--- config.mk ---
export PLATFORM = sky130hd
export DESIGN_NAME = io_device_bridge
export DESIGN_NICKNAME = d
export VERILOG_FILES = /design/src/rtl/io_device_bridge.sv
export SDC_FILE = /design/constraint.sdc
export NUM_CORES = 1
export LEC_CHECK = 0
export ABC_AREA = 1
export CORE_AREA = 4 4 138 192
export CTS_CLUSTER_SIZE = 20
export DETAILED_ROUTE_END_ITERATION = 10
export DIE_AREA = 0 0 142 196
export GPL_TIMING_DRIVEN = 1
export PLACE_DENSITY = 0.75
export SYNTH_ARGS = -nofsm -noshare
export SYNTH_HDL_FRONTEND = slang
export SYNTH_SLANG_ARGS = --single-unit
export TNS_END_PERCENT = 30
--- constraint.sdc ---
create_clock -name clock -period 3.26 [get_ports clock]
set_input_delay 0.326 -clock clock [delete_from_list [all_inputs] [get_ports clock]]
set_output_delay 0.326 -clock clock [all_outputs]
set_load 0.02 [all_outputs]
--- src/rtl/io_device_bridge.sv ---
// io_device_bridge: buffers producer words into the CPU in-port register and
// captures CPU out-port writes into a FIFO drained over valid/ready.
module io_device_bridge #(
  parameter int WIDTH     = 32,
  parameter int IN_DEPTH  = 4,
  parameter int OUT_DEPTH = 4
) (
  input  logic                         clock,
  input  logic                         reset,
  input  logic                         src_valid,
  input  logic [WIDTH-1:0]             src_data,
  output logic                         src_ready,
  output logic [WIDTH-1:0]             device_data,
  output logic                         in_strobe,
  input  logic                         cpu_in_taken,
  output logic                         in_pending,
  input  logic                         out_write,
  input  logic [WIDTH-1:0]             out_data,
  output logic                         snk_valid,
  output logic [WIDTH-1:0]             snk_data,
  input  logic                         snk_ready,
  output logic                         out_overflow,
  input  logic                         ovf_clear,
  output logic [$clog2(IN_DEPTH):0]    in_count,
  output logic [$clog2(OUT_DEPTH):0]   out_count
);
  localparam int IAW = $clog2(IN_DEPTH);
  localparam int OAW = $clog2(OUT_DEPTH);
  localparam int ICW = IAW + 1;
  localparam int OCW = OAW + 1;
  typedef enum logic [1:0] {I_IDLE, I_LOAD, I_HELD} state_t;
  state_t state;
  logic [WIDTH-1:0] in_mem [IN_DEPTH];
  logic [WIDTH-1:0] out_mem [OUT_DEPTH];
  logic [IAW:0] in_wr, in_rd, in_next;
  logic [OAW:0] out_wr, out_rd;
  logic in_push, in_pop, out_push, out_pop, out_full, out_drop;
  assign in_count  = in_wr - in_rd;
  assign out_count = out_wr - out_rd;
  assign snk_valid = out_count != '0;
  assign snk_data  = snk_valid ? out_mem[out_rd[OAW-1:0]] : '0;
  always_comb begin
    in_push  = src_valid && src_ready;
    in_pop   = state == I_IDLE && in_count != '0;
    in_next  = in_count + ICW'(in_push) - ICW'(in_pop);
    out_pop  = snk_valid && snk_ready;
    out_full = out_count == OCW'(OUT_DEPTH);
    out_push = out_write && (!out_full || out_pop);
    out_drop = out_write && out_full && !out_pop;
  end
  always_ff @(posedge clock) begin
    if (in_push) in_mem[in_wr[IAW-1:0]] <= src_data;
    if (out_push) out_mem[out_wr[OAW-1:0]] <= out_data;
  end
  // src_ready is registered on next-cycle fullness, so it reads 0 throughout reset
  always_ff @(posedge clock or negedge reset) begin
    if (!reset) begin
      in_wr        <= '0;
      in_rd        <= '0;
      src_ready    <= 1'b0;
      state        <= I_IDLE;
      device_data  <= '0;
      in_strobe    <= 1'b0;
      in_pending   <= 1'b0;
      out_wr       <= '0;
      out_rd       <= '0;
      out_overflow <= 1'b0;
    end else begin
      in_wr        <= in_wr + ICW'(in_push);
      in_rd        <= in_rd + ICW'(in_pop);
      src_ready    <= in_next != ICW'(IN_DEPTH);
      in_strobe    <= in_pop;
      case (state)
        I_IDLE: if (in_pop) begin
          device_data <= in_mem[in_rd[IAW-1:0]];
          state       <= I_LOAD;
        end
        I_LOAD: begin
          in_pending <= 1'b1;
          state      <= I_HELD;
        end
        I_HELD: if (cpu_in_taken) begin
          in_pending <= 1'b0;
          state      <= I_IDLE;
        end
        default: state <= I_IDLE;
      endcase
      out_wr       <= out_wr + OCW'(out_push);
      out_rd       <= out_rd + OCW'(out_pop);
      out_overflow <= out_drop || (out_overflow && !ovf_clear);
    end
  end
endmodule

# [Yosys cells after proc, flatten, opt, wreduce, memory -nomap -nowiden]
# Memory sizes are Yosys's and may differ from the RTL's. A register that Yosys moved wholly into a read port is not among the register bits.
# Cells that the tools add are included.
[totals] ramBits=256 inputBits=71 ff_bits=18 latch_bits=0 mem_bits_ro=0 memories=2 wordCells=55
[op_classes] reduce_logical=20 n_bitwise=0 order_cmp=0 n_mul=0 addsub=8 shifts=0 div_mod_pow=0 n_eq_ne=6 mux=10
[memory_table] memory="in_mem" depth=4 word_bits=32 read_ports=1 rd_ports_with_merged_regs=1 write_ports=1 line="33" source="logic [WIDTH-1:0] in_mem [IN_DEPTH];"
[memory_table] memory="out_mem" depth=4 word_bits=32 read_ports=1 rd_ports_with_merged_regs=0 write_ports=1 line="34" source="logic [WIDTH-1:0] out_mem [OUT_DEPTH];"
[op_table] cell="$mux W32" count=1
[op_table] cell="$add A3 B1 Y3" count=5
[op_table] cell="$logic_and A1 B1 Y1" count=7
[op_table] cell="$pmux W2 S3" count=1
[op_table] cell="$reduce_and A2 Y1" count=3
[op_table] cell="$reduce_bool A3 Y1" count=2
[op_table] cell="$sub A3 B3 Y3" count=2
[op_table] cell="$mux W1" count=5
[op_table] cell="$logic_not A1 Y1" count=4
[op_table] cell="$mux W2" count=2
[op_table] cell="$ne A2 B2 Y1 const B" count=2
[op_table] cell="$eq A3 B3 Y1 const B" count=1
[op_table] cell="$ne A3 B3 Y1 const B" count=1
[op_table] cell="$sub A3 B1 Y3" count=1
[op_table] cell="$eq A2 B1 Y1 const B" count=1
[op_table] cell="$eq A2 B2 Y1 const B" count=1
[op_table] cell="$logic_not A2 Y1" count=1
[op_table] cell="$logic_or A1 B1 Y1" count=2
[op_table] cell="$pmux W1 S2" count=1
[op_table] cell="$reduce_bool A2 Y1" count=1

# [Depth between registers and ports, before layout]
[logic_depth] depth_word=7 mapped_depth=16

# [Worst setup path after synthesis]
# OpenSTA, ideal clock, no wires.
[synth_timing] path_kind="reg2reg" from="reg out_wr[0]" to="mem out_mem[0][0], enable pin" path_slack_ps=-76 arrival_time_ps=2915 required_ps=2839 setup_time_ps=421 path_buffers=0 stages_incl_launch_ff=9 path_cell_list="dfrtp_1 inv_1 ha_1 fa_1 inv_1 nor3_1 nand3_1 nand2_1 nor2_1"
[synth_via] elab_chain_len=7
[synth_lines] element="start, declared" line="36" source="logic [OAW:0] out_wr, out_rd;"
[synth_lines] element="start signal, assigned" line="88" source="out_wr <= out_wr + OCW'(out_push);"
[synth_lines] element="$sub A3 B3 Y3 *" line="39" source="assign out_count = out_wr - out_rd;"
[synth_lines] element="named net out_count[1]" line="25" source="output logic [$clog2(OUT_DEPTH):0] out_count"
[synth_lines] element="$eq A3 B3 Y1 or $reduce_bool A3 Y1 (tied branches)" line="47, 40"
[synth_lines] element="$logic_not A1 Y1 or $logic_and A1 B1 Y1 (tied branches)" line="48, 46"
[synth_lines] element="$logic_or A1 B1 Y1 *" line="48" source="out_push = out_write && (!out_full || out_pop);"
[synth_lines] element="$logic_and A1 B1 Y1 *" line="48"
[synth_lines] element="$mux W1 *" line="53" source="if (out_push) out_mem[out_wr[OAW-1:0]] <= out_data;"
[synth_lines] element="$mux W1 (implied by the code) *" line="53"
[synth_lines] element="end, declared" line="34"
# The timed path passes the listed nets; every way through them passes the cells marked *.

# [Worst setup path after layout]
[layout_timing] from="reg in_wr[0]" to="reg src_ready"
[layout_via] elab_chain_len=5
[layout_lines] element="start, declared" line="35" source="logic [IAW:0] in_wr, in_rd, in_next;"
[layout_lines] element="start signal, assigned" line="69" source="in_wr <= in_wr + ICW'(in_push);"
[layout_lines] element="$sub A3 B3 Y3" line="38" source="assign in_count = in_wr - in_rd;"
[layout_lines] element="$reduce_bool A3 Y1" line="44" source="in_pop = state == I_IDLE && in_count != '0;"
[layout_lines] element="$logic_and A1 B1 Y1" line="44"
[layout_lines] element="named net in_pop" line="37" source="logic in_push, in_pop, out_push, out_pop, out_full, out_drop;"
[layout_lines] element="$sub A3 B1 Y3" line="45" source="in_next = in_count + ICW'(in_push) - ICW'(in_pop);"
[layout_lines] element="$ne A3 B3 Y1" line="71" source="src_ready <= in_next != ICW'(IN_DEPTH);"
[layout_lines] element="end signal, assigned" line="71"
[layout_lines] element="end, declared" line="12" source="output logic src_ready,"
# The timed path passes the listed nets, and every way through them passes these cells.
# A chain may end at the register's enable or synchronous reset.

==> results.tsv <==
stage	metric	value	unit
run_status	outcome	complete, no violations	
yosys	ys.flop_type	edfxtp_1	
hold_path	hold_class	input port to flop	
placed_design	postPlaceCellArea	14100	sq um
floorplanning	die_area	27800	sq um
floorplanning	io_pins	146	
sta	finalMaxSlewViolations	0	
cells_and_area	fin_area	14900	sq um
floorplanning	die_y	196	microns
sta	slew_headroom	27.7	%
global_route	grtUsageTotal	17.3	%
yosys	async_flop_share	16.3	%
yosys	syn_inst	998	
sta	rsz0062_at_grt	false	
yosys	yosysTopAreaCell	edfxtp_1	
critical_path	cp-start-kind	flop	
sta	layout_min_cycle_time	3.02	ns
clock_network	clock_sinks	306	
drt	drc_errors	0	
yosys	yosysWarnings	0	
sta	finalHoldViolations	0	
yosys	synth_cell_types	25	
cells_and_area	drive_gt1_share	10.8	%
pwr	p_per_area	1060	nW/um^2
critical_path	crit_type	flop to flop	
clock_network	max-clock-path-buffers	3	
critical_path	r2r_slack	0.24	ns
sta	worstMarginPinSlew	1.08	ns
critical_path	crit_required	3.67	ns
sta	holdWs	0.366	ns
cells_and_area	nNetsFinal	1229	
global_route	grt_pass1_wl	38.6	mm
placed_design	dp_slack	0.245	ns
drt	wl_per_cell	16.2	microns
drt	drtAntennaViolNets	0	
drt	num_vias	7615	
yosys	synthTopCellsByArea	edfxtp_1 (63%), dfrtp_1 (10%), nand2_1 (7.1%)	
drt	drtPass1Iterations	4	
placed_design	dp.cells	1427	
sta	fin_worst_skew	0.00920	ns
clock_network	clock_latency	0.53	ns
clock_network	cts_tree	built	
placed_design	io_buffers	145	
yosys	synth_most_common_cell	edfxtp_1	
floorplanning	core	24800	sq um
floorplanning	std_cell_rows	68	
yosys	yosys.area.top_type_share	62.9	%
yosys	synth_fp_nets	1084	
cells_and_area	fillers	1947	
sta	min_period_over_period	92.6	%
yosys	synth-edff-count	256	
global_route	antenna_found_initial	2	
critical_path	worstPathArrival	3.43	ns
placed_design	dp_hpwl	14.3	mm
flow_run	maxCapViolCount	0	
global_route	grt_pass1_vias	7699	
floorplanning	initial_core_util	49.4	%
pwr	leakage	5.82	nW
clock_network	cts-htree-levels	1	
drt	drt_iter0_markers	401	
critical_path	crit_fanout	4	
critical_path	end_kind	flop	
yosys	syn-cell-area	12200	sq um
yosys	synthTopCellsByCount	edfxtp_1 (256), nand2_1 (230), nor2_1 (103)	
drt	viasPerCell	5.15	
sta	setup-tns-final	0	ns
sta	setup_viol	0	
clock_network	cts_buffers	28	
cells_and_area	final_util	60.3	%
critical_path	max_stage_delay	0.59	ns
critical_path	critical-path-slowest-cell	fa_1	
pwr	vdd_drop_max	0.640	mV
clock_network	cts-root-buf	clkbuf_16	
pwr	p_total	15.9	mW
cells_and_area	syn_to_final_growth	22.2	%
sta	fmax	0.331	GHz
sta	layout_setup_ws	0.241	ns
cells_and_area	n_antenna_cell	0	
critical_path	path_cells	inv_1 > ha_1 > fa_1 > nand2_1 > nand3b_1 > nand2_4 > inv_1 > ha_1 > inv_1 > ha_1 > fa_1 > nor2_1 > nand3_1	
yosys	ys_ff_latch	306	
global_route	grt-ovfl-total	0	
cells_and_area	stdcell_count	1480	
yosys	avgSynthCellArea	12.2	sq um
clock_network	path_clk_slew	0.07	ns
drt	totalWireLength	23.9	mm
global_route	grt_max_degree	67	
yosys	yosysSeqAreaShare	73.1	%
floorplanning	die_w	142	microns
placed_design	gp_congestion	0.756	
-- registers in the layout, indices dropped and copies added (netlist names), 2 cells and up --
| signal | flops |
|---|---|
| device_data | 32 |
| in_mem | 128 |
| in_rd | 3 |
| in_wr | 3 |
| out_mem | 128 |
| out_rd | 3 |
| out_wr | 3 |
| state | 2 |
-- power breakdown --
group | internal (mW) | leakage, nW | switching, mW
clock | 1.70 | 0.426 | 1.34
sequential | 5.31 | 2.95 | 0.353
combinational | 2.58 | 2.45 | 4.59
total | 9.59 | 5.82 | 6.29
-- layout make-up --
| cell class | count | area [sq um] | share of cell area, % |
|---|---|---|---|
| clock inverters | 16 | 93.8 | 0.629 |
| well taps | 315 | 394 | 2.64 |
| flip-flops and latches | 306 | 8940 | 59.9 |
| multi-input cells | 582 | 2860 | 19.1 |
| clock buffers | 36 | 782 | 5.24 |
| repair buffers | 165 | 1640 | 11.0 |
| inverters | 60 | 225 | 1.51 |
-- cells by family (layout without fill, tap and decap cells) --
group | Yosys count | after routing | share of synthesized area, %
compound gates | 131 | 131 | 6.32
xor+xnor | 6 | 6 | 0.430
fa+ha+maj | 15 | 15 | 1.72
buf+inv | 110 | 277 | 3.94
flops | 306 | 306 | 73.1
simple gates | 430 | 430 | 14.4
-- repair_timing --
action / 4_1_cts / 5_1_grt
hold buffers: 1 / 0
gates resized for setup: 32 / 1
hold endpoints to repair: 32 / 0
endpoints found under the setup margin: 32 / 1
setup buffers: 0 / 0
-- cell usage in the layout (no fill, tap or decap), types with 3 or more instances in the layout --
master / instances
clkinv_1: 4
dlygate4sd2_1: 32
clkdlybuf4s50_1: 111
dfrtp_2: 3
o21ai_0: 85
nor3_2: 4
clkinv_2: 6
buf_12: 6
o21ai_1: 14
nand2_1: 230
xor2_1: 5
ha_1: 12
clkinv_4: 3
nand2_2: 17
clkbuf_8: 3
clkbuf_1: 4
buf_4: 13
inv_1: 58
fa_1: 3
nand3_1: 72
o21ai_2: 30
dfrtp_1: 47
nor2_4: 4
clkinvlp_4: 3
nor2_1: 99
edfxtp_1: 256
clkbuf_16: 29
-- worst paths after layout --
check,to,startpoint,cells past startpoint
setup / recovery,src_ready,in_wr[0],13
hold / removal,out_overflow,ovf_clear,2
setup reg to reg,src_ready,in_wr[0],13
hold reg to reg,device_data[3],device_data[3],2
max in group asynchronous,in_rd[0],reset,3
min in group asynchronous,device_data[5],reset,2
-- per-layer routing --
metal | global-route usage (%) | routed length, microns | vias to the layer above
met5 | 0 | 27 | -
met4 | 3.59 | 369 | 4
met3 | 3.49 | 1580 | 37
met2 | 32.3 | 12800 | 198
met1 | 20.5 | 9170 | 3682
li1 | - | - | 3694
-- worst max-delay path: cells and delay by family, from the launching register on --
family,cells,cell delay (ns)
flip-flops,1,0.42
buffers and inverters,3,0.21
adder cells (fa/ha/maj),5,1.70
AND/OR/NAND/NOR,5,0.55
Note: power is estimated with default switching activity, not from simulation.
